[src/rtl/s_axis_stream_router_pkg.sv]
// Shared constants for the stream router: mode encodings, FSM state encodings,
// header select width and the default per-channel payload width.
package s_axis_stream_router_pkg;

    localparam logic MODE_BEAT   = 1'b0;
    localparam logic MODE_PACKET = 1'b1;

    localparam logic [1:0] ST_IDLE = 2'd0;
    localparam logic [1:0] ST_HDR  = 2'd1;
    localparam logic [1:0] ST_FWD  = 2'd2;
    localparam logic [1:0] ST_DROP = 2'd3;

    localparam int HDR_SEL_W          = 8;
    localparam int DEFAULT_DATA_WIDTH = 8;

    // Width of a register able to hold a channel index 0..n-1 (at least one bit).
    function automatic int sel_width(input int n);
        return (n > 1) ? $clog2(n) : 1;
    endfunction

endpackage

[src/rtl/s_axis_stream_router_if.sv]
// Bundles the slave AXI4-Stream input and the NUM_CH buffered master channels.
// slave = router side, master = the environment driving the stream and the channel readies.
interface s_axis_stream_router_if #(
    parameter int TDATA_W    = 32,
    parameter int DATA_WIDTH = 8,
    parameter int NUM_CH     = 2
) ();
    logic [TDATA_W-1:0]           s_tdata;
    logic [TDATA_W/8-1:0]         s_tstrb;
    logic                         s_tlast;
    logic                         s_tvalid;
    logic                         s_tready;

    logic [NUM_CH*DATA_WIDTH-1:0] m_data;
    logic [NUM_CH-1:0]            m_valid;
    logic [NUM_CH-1:0]            m_last;
    logic [NUM_CH-1:0]            m_ready;

    modport slave (
        input  s_tdata, s_tstrb, s_tlast, s_tvalid,
        output s_tready,
        output m_data, m_valid, m_last,
        input  m_ready
    );

    modport master (
        output s_tdata, s_tstrb, s_tlast, s_tvalid,
        input  s_tready,
        input  m_data, m_valid, m_last,
        output m_ready
    );
endinterface

[src/rtl/axis_skid_buf.sv]
// Two-entry skid buffer with a registered head; the head drives the channel output
// directly, so an accepted push is visible one cycle later.
module axis_skid_buf #(
    parameter int WIDTH = 9
) (
    input  logic             i_clk,
    input  logic             i_rst,
    input  logic             i_push,
    input  logic [WIDTH-1:0] i_data,
    input  logic             i_ready,
    output logic             o_space,
    output logic             o_valid,
    output logic [WIDTH-1:0] o_data
);
    logic             r_head_valid;
    logic             r_tail_valid;
    logic [WIDTH-1:0] r_head;
    logic [WIDTH-1:0] r_tail;
    logic             w_pop;

    assign w_pop   = r_head_valid && i_ready;
    assign o_space = !r_tail_valid || w_pop;
    assign o_valid = r_head_valid;
    assign o_data  = r_head;

    // NOTE: r_tail is storage only and is never observed while r_tail_valid is low,
    // so it is left out of reset; the visible head is cleared so outputs read zero.
    always_ff @(posedge i_clk) begin
        if (i_rst) begin
            r_head_valid <= 1'b0;
            r_tail_valid <= 1'b0;
            r_head       <= '0;
        end else if (w_pop) begin
            if (r_tail_valid) begin
                r_head       <= r_tail;
                r_tail_valid <= i_push;
                if (i_push) r_tail <= i_data;
            end else begin
                r_head_valid <= i_push;
                if (i_push) r_head <= i_data;
            end
        end else if (i_push) begin
            if (!r_head_valid) begin
                r_head       <= i_data;
                r_head_valid <= 1'b1;
            end else begin
                r_tail       <= i_data;
                r_tail_valid <= 1'b1;
            end
        end
    end

endmodule

[src/rtl/s_axis_stream_router.sv]
// Splits one AXI4-Stream into NUM_CH skid-buffered channels, either per beat by a lane
// mask (BEAT) or per packet by a header beat selecting the channel (PACKET).
module s_axis_stream_router
    import s_axis_stream_router_pkg::*;
#(
    parameter int C_S_AXIS_TDATA_WIDTH = 32,
    parameter int DATA_WIDTH           = DEFAULT_DATA_WIDTH,
    parameter int NUM_CH               = 2,
    parameter int MASK_LSB             = 16,
    parameter int CNT_W                = 16
) (
    input  logic                          i_s_axis_aclk,
    input  logic                          i_s_axis_areset,
    input  logic                          i_cfg_mode,
    s_axis_stream_router_if.slave         bus,
    output logic [CNT_W-1:0]              o_drop_count,
    output logic                          o_busy
);
    localparam int                    SEL_W      = sel_width(NUM_CH);
    localparam logic [HDR_SEL_W-1:0]  NUM_CH_SEL = HDR_SEL_W'(NUM_CH);

    logic                            r_mode;
    logic [1:0]                      r_state;
    logic [SEL_W-1:0]                r_sel;
    logic [CNT_W-1:0]                r_drop_count;

    logic [C_S_AXIS_TDATA_WIDTH-1:0] w_tdata;
    logic [NUM_CH-1:0]               w_mask;
    logic [HDR_SEL_W-1:0]            w_hdr_sel;
    logic                            w_hdr_valid;
    logic                            w_tready;
    logic                            w_accept;
    logic                            w_drop_inc;
    logic [NUM_CH-1:0]               w_space;
    logic [NUM_CH-1:0]               w_push;
    logic [NUM_CH-1:0]               w_ch_valid;
    logic [DATA_WIDTH-1:0]           w_push_data [NUM_CH];
    logic [DATA_WIDTH:0]             w_ch_word   [NUM_CH];

    assign w_tdata     = bus.s_tdata;
    assign w_mask      = w_tdata[MASK_LSB +: NUM_CH];
    assign w_hdr_sel   = w_tdata[HDR_SEL_W-1:0];
    assign w_hdr_valid = w_hdr_sel < NUM_CH_SEL;
    assign w_accept    = bus.s_tvalid && w_tready;
    assign bus.s_tready = w_tready;
    assign o_drop_count = r_drop_count;
    assign o_busy       = (r_state != ST_IDLE);

    // tready is derived from buffer space and FSM state only, never from tvalid.
    always_comb begin
        w_tready = 1'b0;
        if (!i_s_axis_areset) begin
            if (r_mode == MODE_BEAT) begin
                w_tready = &(w_space | ~w_mask);
            end else if (r_state == ST_FWD) begin
                w_tready = w_space[r_sel];
            end else begin
                w_tready = 1'b1;
            end
        end
    end

    always_comb begin
        w_push     = '0;
        w_drop_inc = 1'b0;
        for (int c = 0; c < NUM_CH; c++) begin
            w_push_data[c] = (r_mode == MODE_BEAT) ? w_tdata[c*DATA_WIDTH +: DATA_WIDTH]
                                                   : w_tdata[DATA_WIDTH-1:0];
        end
        if (w_accept) begin
            if (r_mode == MODE_BEAT) begin
                w_push     = w_mask;
                w_drop_inc = (w_mask == '0);
            end else begin
                case (r_state)
                    ST_IDLE, ST_HDR: w_drop_inc    = !w_hdr_valid;
                    ST_FWD:          w_push[r_sel] = 1'b1;
                    default:         w_drop_inc    = 1'b1;
                endcase
            end
        end
    end

    always_ff @(posedge i_s_axis_aclk) begin
        if (i_s_axis_areset) begin
            r_mode       <= MODE_BEAT;
            r_state      <= ST_IDLE;
            r_sel        <= '0;
            r_drop_count <= '0;
        end else begin
            if (r_state == ST_IDLE && !w_accept) r_mode <= i_cfg_mode;
            if (w_drop_inc && r_drop_count != '1) r_drop_count <= r_drop_count + 1'b1;
            if (w_accept && r_mode == MODE_PACKET) begin
                case (r_state)
                    ST_IDLE, ST_HDR: begin
                        // A header carrying tlast is an empty packet: nothing follows it.
                        if (bus.s_tlast) begin
                            r_state <= ST_IDLE;
                        end else begin
                            r_state <= w_hdr_valid ? ST_FWD : ST_DROP;
                            r_sel   <= w_hdr_sel[SEL_W-1:0];
                        end
                    end
                    default: if (bus.s_tlast) r_state <= ST_IDLE;
                endcase
            end
        end
    end

    for (genvar c = 0; c < NUM_CH; c++) begin : g_ch
        axis_skid_buf #(
            .WIDTH (DATA_WIDTH + 1)
        ) u_buf (
            .i_clk   (i_s_axis_aclk),
            .i_rst   (i_s_axis_areset),
            .i_push  (w_push[c]),
            .i_data  ({bus.s_tlast, w_push_data[c]}),
            .i_ready (bus.m_ready[c]),
            .o_space (w_space[c]),
            .o_valid (w_ch_valid[c]),
            .o_data  (w_ch_word[c])
        );
    end

    always_comb begin
        bus.m_data  = '0;
        bus.m_last  = '0;
        bus.m_valid = w_ch_valid;
        for (int c = 0; c < NUM_CH; c++) begin
            bus.m_data[c*DATA_WIDTH +: DATA_WIDTH] = w_ch_word[c][DATA_WIDTH-1:0];
            bus.m_last[c]                          = w_ch_word[c][DATA_WIDTH];
        end
    end

endmodule

[src/flat_wrapper.sv]
// flat-port wrapper written by rule: the top's interface ports become plain ports
module s_axis_stream_router_flat import s_axis_stream_router_pkg::*;
#(
    parameter int C_S_AXIS_TDATA_WIDTH = 32,
    parameter int DATA_WIDTH           = DEFAULT_DATA_WIDTH,
    parameter int NUM_CH               = 2,
    parameter int MASK_LSB             = 16,
    parameter int CNT_W                = 16
)
  (i_s_axis_aclk, i_s_axis_areset, i_cfg_mode, o_drop_count, o_busy, bus_s_tdata, bus_s_tstrb, bus_s_tlast, bus_s_tvalid, bus_s_tready, bus_m_data, bus_m_valid, bus_m_last, bus_m_ready);
  s_axis_stream_router_if #(.TDATA_W((32)), .DATA_WIDTH(DATA_WIDTH), .NUM_CH(NUM_CH)) bus_i ();
  input  logic i_s_axis_aclk;
  input  logic i_s_axis_areset;
  input  logic i_cfg_mode;
  output logic [CNT_W-1:0] o_drop_count;
  output logic o_busy;
  input wire logic [$bits(bus_i.s_tdata)-1:0] bus_s_tdata;
  input wire logic [$bits(bus_i.s_tstrb)-1:0] bus_s_tstrb;
  input wire logic [$bits(bus_i.s_tlast)-1:0] bus_s_tlast;
  input wire logic [$bits(bus_i.s_tvalid)-1:0] bus_s_tvalid;
  output wire logic [$bits(bus_i.s_tready)-1:0] bus_s_tready;
  output wire logic [$bits(bus_i.m_data)-1:0] bus_m_data;
  output wire logic [$bits(bus_i.m_valid)-1:0] bus_m_valid;
  output wire logic [$bits(bus_i.m_last)-1:0] bus_m_last;
  input wire logic [$bits(bus_i.m_ready)-1:0] bus_m_ready;
  assign bus_i.s_tdata = bus_s_tdata;
  assign bus_i.s_tstrb = bus_s_tstrb;
  assign bus_i.s_tlast = bus_s_tlast;
  assign bus_i.s_tvalid = bus_s_tvalid;
  assign bus_s_tready = bus_i.s_tready;
  assign bus_m_data = bus_i.m_data;
  assign bus_m_valid = bus_i.m_valid;
  assign bus_m_last = bus_i.m_last;
  assign bus_i.m_ready = bus_m_ready;
  s_axis_stream_router #(.C_S_AXIS_TDATA_WIDTH(C_S_AXIS_TDATA_WIDTH), .DATA_WIDTH(DATA_WIDTH), .NUM_CH(NUM_CH), .MASK_LSB(MASK_LSB), .CNT_W(CNT_W)) u_core (.i_s_axis_aclk(i_s_axis_aclk), .i_s_axis_areset(i_s_axis_areset), .i_cfg_mode(i_cfg_mode), .bus(bus_i), .o_drop_count(o_drop_count), .o_busy(o_busy));
endmodule
[config.mk]
export PLATFORM = sky130hd
export DESIGN_NAME = s_axis_stream_router_flat
export DESIGN_NICKNAME = d
export VERILOG_FILES = /design/src/rtl/s_axis_stream_router_pkg.sv /design/src/rtl/s_axis_stream_router_if.sv /design/src/rtl/axis_skid_buf.sv /design/src/rtl/s_axis_stream_router.sv /design/src/flat_wrapper.sv
export SDC_FILE = /design/constraint.sdc
export NUM_CORES = 1
export LEC_CHECK = 0
export CAP_MARGIN = 10
export CORE_MARGIN = 2
export CORE_UTILIZATION = 43
export DETAILED_ROUTE_END_ITERATION = 8
export PLACE_DENSITY = 0.77
export SYNTH_ARGS = -nofsm -noshare
export SYNTH_HDL_FRONTEND = slang
export SYNTH_SLANG_ARGS = --single-unit
[constraint.sdc]
create_clock -name i_s_axis_aclk -period 2.3 [get_ports i_s_axis_aclk]
set_clock_uncertainty 0.05 [all_clocks]
set_input_delay 0.46 -clock i_s_axis_aclk [delete_from_list [all_inputs] [get_ports i_s_axis_aclk]]
set_output_delay 0.46 -clock i_s_axis_aclk [all_outputs]
set_load 0.005 [all_outputs]
### After elaboration in Yosys (flattened, before gate mapping)

Index checks and enable logic that the tools add are counted.

| cells by class | value |
|---|---|
| add/subtract/negate cells | 1 |
| order comparisons | 3 |
| eq/ne operators | 9 |
| mux-type cells | 50 |
| bitwise gates (word level) | 4 |
| reductions and logical operators | 35 |

Operator list:

| cell | count |
|---|---|
| two-way mux 9 bit | 18 |
| two-way mux 1 bit | 23 |
| adder 16 x 1 -> 16 bit (second input constant) | 1 |
| inequality test 16 bit (second input constant) | 1 |
| nonzero test 2 bit | 8 |
| two-way mux 2 bit | 6 |
| AND reduction 2 bit | 6 |
| AND reduction 3 bit | 3 |
| less-than comparator 8 x 2 -> 1 bit (second input constant) | 1 |
| two-way mux 8 bit | 1 |
| inequality test 2 bit (second input constant) | 4 |
| AND reduction 4 bit | 2 |
| logical AND 1 bit | 7 |
| logical NOT 1 bit | 4 |
| logical NOT 2 bit | 2 |
| inequality test 2 x 1 -> 1 bit (second input constant) | 2 |
| == test 2 x 1 -> 1 bit (second input constant) | 1 |
| == test 2 bit (second input constant) | 1 |
| logical OR 1 bit | 2 |
| less-than comparator 1 x 2 -> 1 bit (second input constant) | 1 |
| inverter 1 bit | 2 |
| inverter 2 bit | 1 |
| OR 2 bit | 1 |
| one-hot mux 1 bit (2 select lines) | 1 |
| 3 further kinds | 3 |

| storage, ports and cells | value |
|---|---|
| register bits after elaboration | 60 |
| input port bits | 43 |
| output and inout bits | 38 |
| word-level logic and storage cells | 114 |

### Depth between registers and ports, before layout

| logic depth | value |
|---|---|
| depth in word-level cells | 12 |
| depth in mapped cells | 8 |

### By module

A second synthesis with hierarchy kept.

| second synthesis, totals | value |
|---|---|
| cells, all modules | 267 |
| area total of the unflattened synthesis | 2731.4 um^2 |

By module, submodules not included:

| module | times used | cells an instance | area each (um^2) |
|---|---|---|---|
| axis_skid_buf | 2 | 64 | 777.0 |
| s_axis_stream_router | 1 | 139 | 1177.4 |

### Worst setup path before layout

Ideal clock, no wire load.

| timing path | value |
|---|---|
| path kind | in2reg |
| from | input port bus_s_tdata[17] |
| to | register u_core.g_ch[0].u_buf.r_tail[0], enable pin |
| library setup time | 0.387 ns |
| arrival | 1.746 ns |
| slack | 0.117 ns |
| stages on the path | 4 |
| path buffers | 0 |
| cell sequence | nor2b_1 > a32oi_2 > o211ai_1 > nor3_1 |

| on the way | value |
|---|---|
| cells in the longest elaborated chain, start to end | 8 |

RTL lines:

| item | RTL line | source |
|---|---|---|
| start: declaration | flat_wrapper.sv:17 | `input wire logic [$bits(bus_i.s_tdata)-1:0] bus_s_tdata;` |
| inverter 2 bit | s_axis_stream_router.sv:54 | `w_tready = &(w_space \| ~w_mask);` |
| OR 2 bit | s_axis_stream_router.sv:54 |  |
| AND reduction 2 bit | s_axis_stream_router.sv:54 |  |
| two-way mux 1 bit | s_axis_stream_router.sv:53 | `if (r_mode == MODE_BEAT) begin` |
| two-way mux 1 bit | s_axis_stream_router.sv:52 | `if (!i_s_axis_areset) begin` |
| logical AND 1 bit | s_axis_stream_router.sv:44 | `assign w_accept = bus.s_tvalid && w_tready;` |
| two-way mux 2 bit | s_axis_stream_router.sv:70 | `if (w_accept) begin` |
| AND reduction 4 bit (no line) | - |  |
| end signal: assignment | axis_skid_buf.sv:37 | `if (i_push) r_tail <= i_data;` |
| end signal: assignment | axis_skid_buf.sv:47 | `r_tail <= i_data;` |
| end: declaration | axis_skid_buf.sv:18 | `logic [WIDTH-1:0] r_tail;` |

No other way between the ends.
A chain may end at the register's enable or synchronous reset.

### Final worst setup path

| timing path | value |
|---|---|
| from | input port bus_s_tdata[17] |
| to | output port bus_s_tready |

| on the way | value |
|---|---|
| cells in the longest elaborated chain, start to end | 5 |

RTL lines:

| item | RTL line | source |
|---|---|---|
| inverter 2 bit | s_axis_stream_router.sv:54 |  |
| OR 2 bit | s_axis_stream_router.sv:54 |  |
| AND reduction 2 bit | s_axis_stream_router.sv:54 |  |
| two-way mux 1 bit | s_axis_stream_router.sv:53 |  |
| two-way mux 1 bit | s_axis_stream_router.sv:52 |  |
| end: declaration | flat_wrapper.sv:21 | `output wire logic [$bits(bus_i.s_tready)-1:0] bus_s_tready;` |

No other way between the ends.

==> impl_results.html <==
<table>
<tr><th>Metric</th><th>Value</th></tr>
<tr><th colspan="2">Detailed routing</th></tr>
<tr><td>Drt first pass iters</td><td>4</td></tr>
<tr><td>Routed via count divided by cell count</td><td>5.59</td></tr>
<tr><td>Wire length per cell</td><td>15.6 microns</td></tr>
<tr><td>Post-route DRC violation count</td><td>0</td></tr>
<tr><td>Drt total wl</td><td>around 7500 microns</td></tr>
<tr><td>Via total after detailed routing</td><td>2707</td></tr>
<tr><td>Detailed Route Iter0 Violations</td><td>117</td></tr>
<tr><td>Number of nets with antenna violations after routing</td><td>0</td></tr>
<tr><th colspan="2">Logic synthesis</th></tr>
<tr><td>Post-synthesis sequential element count</td><td>60</td></tr>
<tr><td>Synthesized area per cell</td><td>between 9 and 10 sq um</td></tr>
<tr><td>Number of enable-type register cells in the synthesized netlist</td><td>18</td></tr>
<tr><td>Post-Syn Instances</td><td>around 300</td></tr>
<tr><td>Netlist Area Pre-Place</td><td>2920 sq um</td></tr>
<tr><td>Predominant post-synthesis flop cell</td><td>dfxtp_1</td></tr>
<tr><td>Register area share after synthesis</td><td>between 40% and 50%</td></tr>
<tr><td>Async set-reset flop share out of synthesis</td><td>0%</td></tr>
<tr><td>Top area cells in the synthesized netlist</td><td>dfxtp_1 29%, edfxtp_1 19%, a2111oi_2 4.6%</td></tr>
<tr><td>Top cell type's share of synthesized area</td><td>28.8%</td></tr>
<tr><td>Distinct cell type count after synthesis</td><td>51</td></tr>
<tr><td>Cell accounting for the most synthesized area</td><td>dfxtp_1</td></tr>
<tr><td>Total of warnings raised by yosys</td><td>0</td></tr>
<tr><td>Net Count, Synth</td><td>341</td></tr>
<tr><th colspan="2">Timing</th></tr>
<tr><td>Setup-failing EPs final</td><td>0</td></tr>
<tr><td>Crit share post-route</td><td>~96%</td></tr>
<tr><td>Unrepaired setup endpoints after global routing</td><td>false</td></tr>
<tr><td>Pins Over Slew Limit</td><td>0</td></tr>
<tr><td>Worst-case hold slack</td><td>0.417 ns</td></tr>
<tr><td>Maximum clock frequency</td><td>0.454 GHz</td></tr>
<tr><td>Slew of the pin with the lowest slew margin</td><td>0.553 ns</td></tr>
<tr><td>Shortest period the worst path allows</td><td>2.20 ns</td></tr>
<tr><td>Final hold viol count</td><td>0</td></tr>
<tr><td>Slew headroom</td><td>a little over three fifths</td></tr>
<tr><td>Post-Route Setup TNS</td><td>0 ns</td></tr>
<tr><th colspan="2">Cells and area</th></tr>
<tr><td>Diodes inserted</td><td>0</td></tr>
<tr><td>Share of final-layout standard cells stronger than drive strength 1</td><td>22.5%</td></tr>
<tr><td>Area overhead of the layout relative to synthesis</td><td>40.5%</td></tr>
<tr><td>Number of inserted filler cells in the final layout</td><td>568</td></tr>
<tr><td>Number of nets in the final layout</td><td>around 440</td></tr>
<tr><th colspan="2">Die</th></tr>
<tr><td>Effective utilization at floorplan</td><td>43.7%</td></tr>
<tr><td>Floorplan die area</td><td>7460 sq um</td></tr>
<tr><td>DIE WIDTH</td><td>86.4 microns</td></tr>
<tr><td>Area of the core</td><td>between 6000 and 7000 sq um</td></tr>
<tr><td>Number of standard-cell rows in the floorplan</td><td>30</td></tr>
<tr><td>Height of the die</td><td>86.4 microns</td></tr>
<tr><td>Ports placed on the boundary</td><td>81</td></tr>
<tr><th colspan="2">Flow run</th></tr>
<tr><td>Maxcap violations</td><td>0</td></tr>
<tr><th colspan="2">CTS</th></tr>
<tr><td>Buffer type at the clock tree root</td><td>clkbuf_8</td></tr>
<tr><td>Clock-pin slew on the worst setup and hold paths</td><td>0.07 ns</td></tr>
<tr><td>Bufs on Longest Clock Path</td><td>2</td></tr>
<tr><td>Number of buffers created by CTS</td><td>9</td></tr>
<tr><td>Total of hold buffers inserted after clock tree synthesis</td><td>0</td></tr>
<tr><td>Clock sink total</td><td>60</td></tr>
<tr><td>Max H-tree Level</td><td>3</td></tr>
<tr><td>Latest clock arrival within the worst-skew pair</td><td>0.34 ns</td></tr>
<tr><td>TritonCTS clock tree</td><td>done</td></tr>
<tr><th colspan="2">GRT</th></tr>
<tr><td>Grt total ovfl</td><td>0</td></tr>
<tr><td>Overall Global Routing Usage</td><td>21.7%</td></tr>
<tr><td>Pin count of the biggest net entering global routing</td><td>19</td></tr>
<tr><td>Via count of the first global-routing pass</td><td>about 2600</td></tr>
<tr><td>Antenna violations before repair</td><td>0</td></tr>
<tr><td>Global-route wire length before repair</td><td>12600 microns</td></tr>
<tr><th colspan="2">Worst setup path</th></tr>
<tr><td>Crit-path max FO</td><td>2</td></tr>
<tr><td>WP data required</td><td>1.79 ns</td></tr>
<tr><td>Endpoint arrival time on the critical path</td><td>1.69 ns</td></tr>
<tr><td>Type of element launching the critical path</td><td>input port</td></tr>
<tr><td>CP Capture Type</td><td>output port</td></tr>
<tr><td>Worst setup path class</td><td>in2out</td></tr>
<tr><th colspan="2">Power</th></tr>
<tr><td>Power per cell area</td><td>596 nW/um^2</td></tr>
<tr><td>Worst voltage drop across the vdd grid</td><td>approximately 0.3 mV</td></tr>
<tr><td>Leakage power total</td><td>1.44 nW</td></tr>
<tr><td>Final Power</td><td>2.44 mW</td></tr>
<tr><th colspan="2">Placed design</th></tr>
<tr><td>IO buf count</td><td>62</td></tr>
<tr><td>GP Congestion</td><td>0.863</td></tr>
<tr><td>DPL Wire Length</td><td>5390 microns</td></tr>
<tr><th colspan="2">Worst hold path</th></tr>
<tr><td>Worst Hold Class</td><td>reg2reg</td></tr>
<tr><th colspan="2">Run status</th></tr>
<tr><td>Status</td><td>complete, no violations</td></tr>
</table>
layer usage:
metal / global-route usage (%) / part of all wire [%]
met5: 0 / 0
met4: 9.23 / 2.1
met3: 4.00 / 5.0
met2: 36.3 / 48
met1: 27.4 / 45
final timing paths:
path                                                     start                              to  slack, ns  cells past startpoint
worst max-delay path                           bus_s_tdata[17]                    bus_s_tready        0.1                      6
worst min-delay path            u_core.g_ch[1].u_buf.r_tail[3]  u_core.g_ch[1].u_buf.o_data[3]       0.42                      1
worst max register to register          u_core.o_drop_count[0]          u_core.o_drop_count[0]       0.28                      8
worst min register to register  u_core.g_ch[1].u_buf.r_tail[3]  u_core.g_ch[1].u_buf.o_data[3]       0.42                      1
where the power goes:
group / internal [mW] / switching (mW)
Clock: 0.611 / 0.428
Sequential: 1.11 / 0.0154
Combinational: 0.156 / 0.121
Total: 1.88 / 0.565
synth_stat cells (2+ instances only):
master     number
or4_1           3
dfxtp_1        42
clkbuf_1        7
nand4_1         6
edfxtp_1       18
o211ai_2        2
nor3_1         13
xor2_1          2
buf_4           2
a21boi_2        2
nor2b_1         2
a2111oi_2       9
nand3b_1        3
a221o_1         7
nor4_1          2
buf_6           4
nand3_1        10
o31ai_1         3
o21ai_0        13
and4_1          2
buf_2           3
or3_1          10
nor2_1         31
and2_1         10
nand2_1        22
inv_1           8
mux2_2          8
nand2b_1        4
o211ai_1        3
and3_1          2
a21oi_1        24
state kept, by name (all words and copies together), names as in the netlist:
register / count
u_core.g_ch.u_buf.o_valid: 2
u_core.g_ch.u_buf.o_data: 18
u_core.g_ch.u_buf.r_tail: 18
u_core.o_drop_count: 16
u_core.g_ch.u_buf.r_tail_valid: 2
u_core.r_sel: 1
u_core.r_state: 2
u_core.r_mode: 1
cell families after synthesis:
group	after synthesis	synth area share, %
AO/OA/AOI/OAI	76	21.2
adder cells (fa/ha/maj)	1	0.429
buffers and inverters	24	4.50
flip-flops	60	47.3
XOR/XNOR	2	0.600
multiplexers	10	3.90
AND/OR/NAND/NOR	124	22.0
per-stage QoR:
stage               instance area (sq um)  setup WS, ns  instances  util, %
floorplan                            2920         0.117        297        -
global placement                     3860        -0.358        464     57.7
detailed placement                   3860        -0.380        464     57.7
CTS                                  4090       0.00321        483     61.3
global route                         4100        0.0271        484     61.4
finish                               4100        0.0984        484     61.4
placed cells by master (no fill, tap or decap), drive strengths merged, types with 10 or more instances in the layout:
cell type / Yosys / routed
o21ai: 13 / 13
or3: 10 / 10
clkbuf: 7 / 11
clkdlybuf4s50: 0 / 59
buf: 9 / 45
nor2: 31 / 31
and2: 10 / 10
nand2: 22 / 22
dfxtp: 42 / 42
a21oi: 24 / 24
edfxtp: 18 / 18
nand3: 10 / 10
nor3: 14 / 14
critical path: stages:
cell             delay (ns)
clkdlybuf4s50_1        0.43
nor2b_2                0.18
a32oi_2                0.19
o21a_1                 0.17
nor2b_2                0.14
clkbuf_2               0.11
final cells by class:
class                           count  area (sq um)  area share, %
Clock buffer                       10           128           3.11
Sequential cell                    60          1380           33.7
Multi-Input combinational cell    213          1410           34.4
Tap cell                           80           100           2.44
Inverter                            8          30.0          0.732
Timing Repair Buffer              107           963           23.5
Clock inverter                      6          87.6           2.14
what timing repair did:
action | in CTS | in global routing
buffers inserted | 3 | 1
resized for setup | 4 | 3
pin swaps | 2 | 1
endpoints found under the setup margin | 1 | 1
No activity file was read; power rests on OpenSTA's default activity.
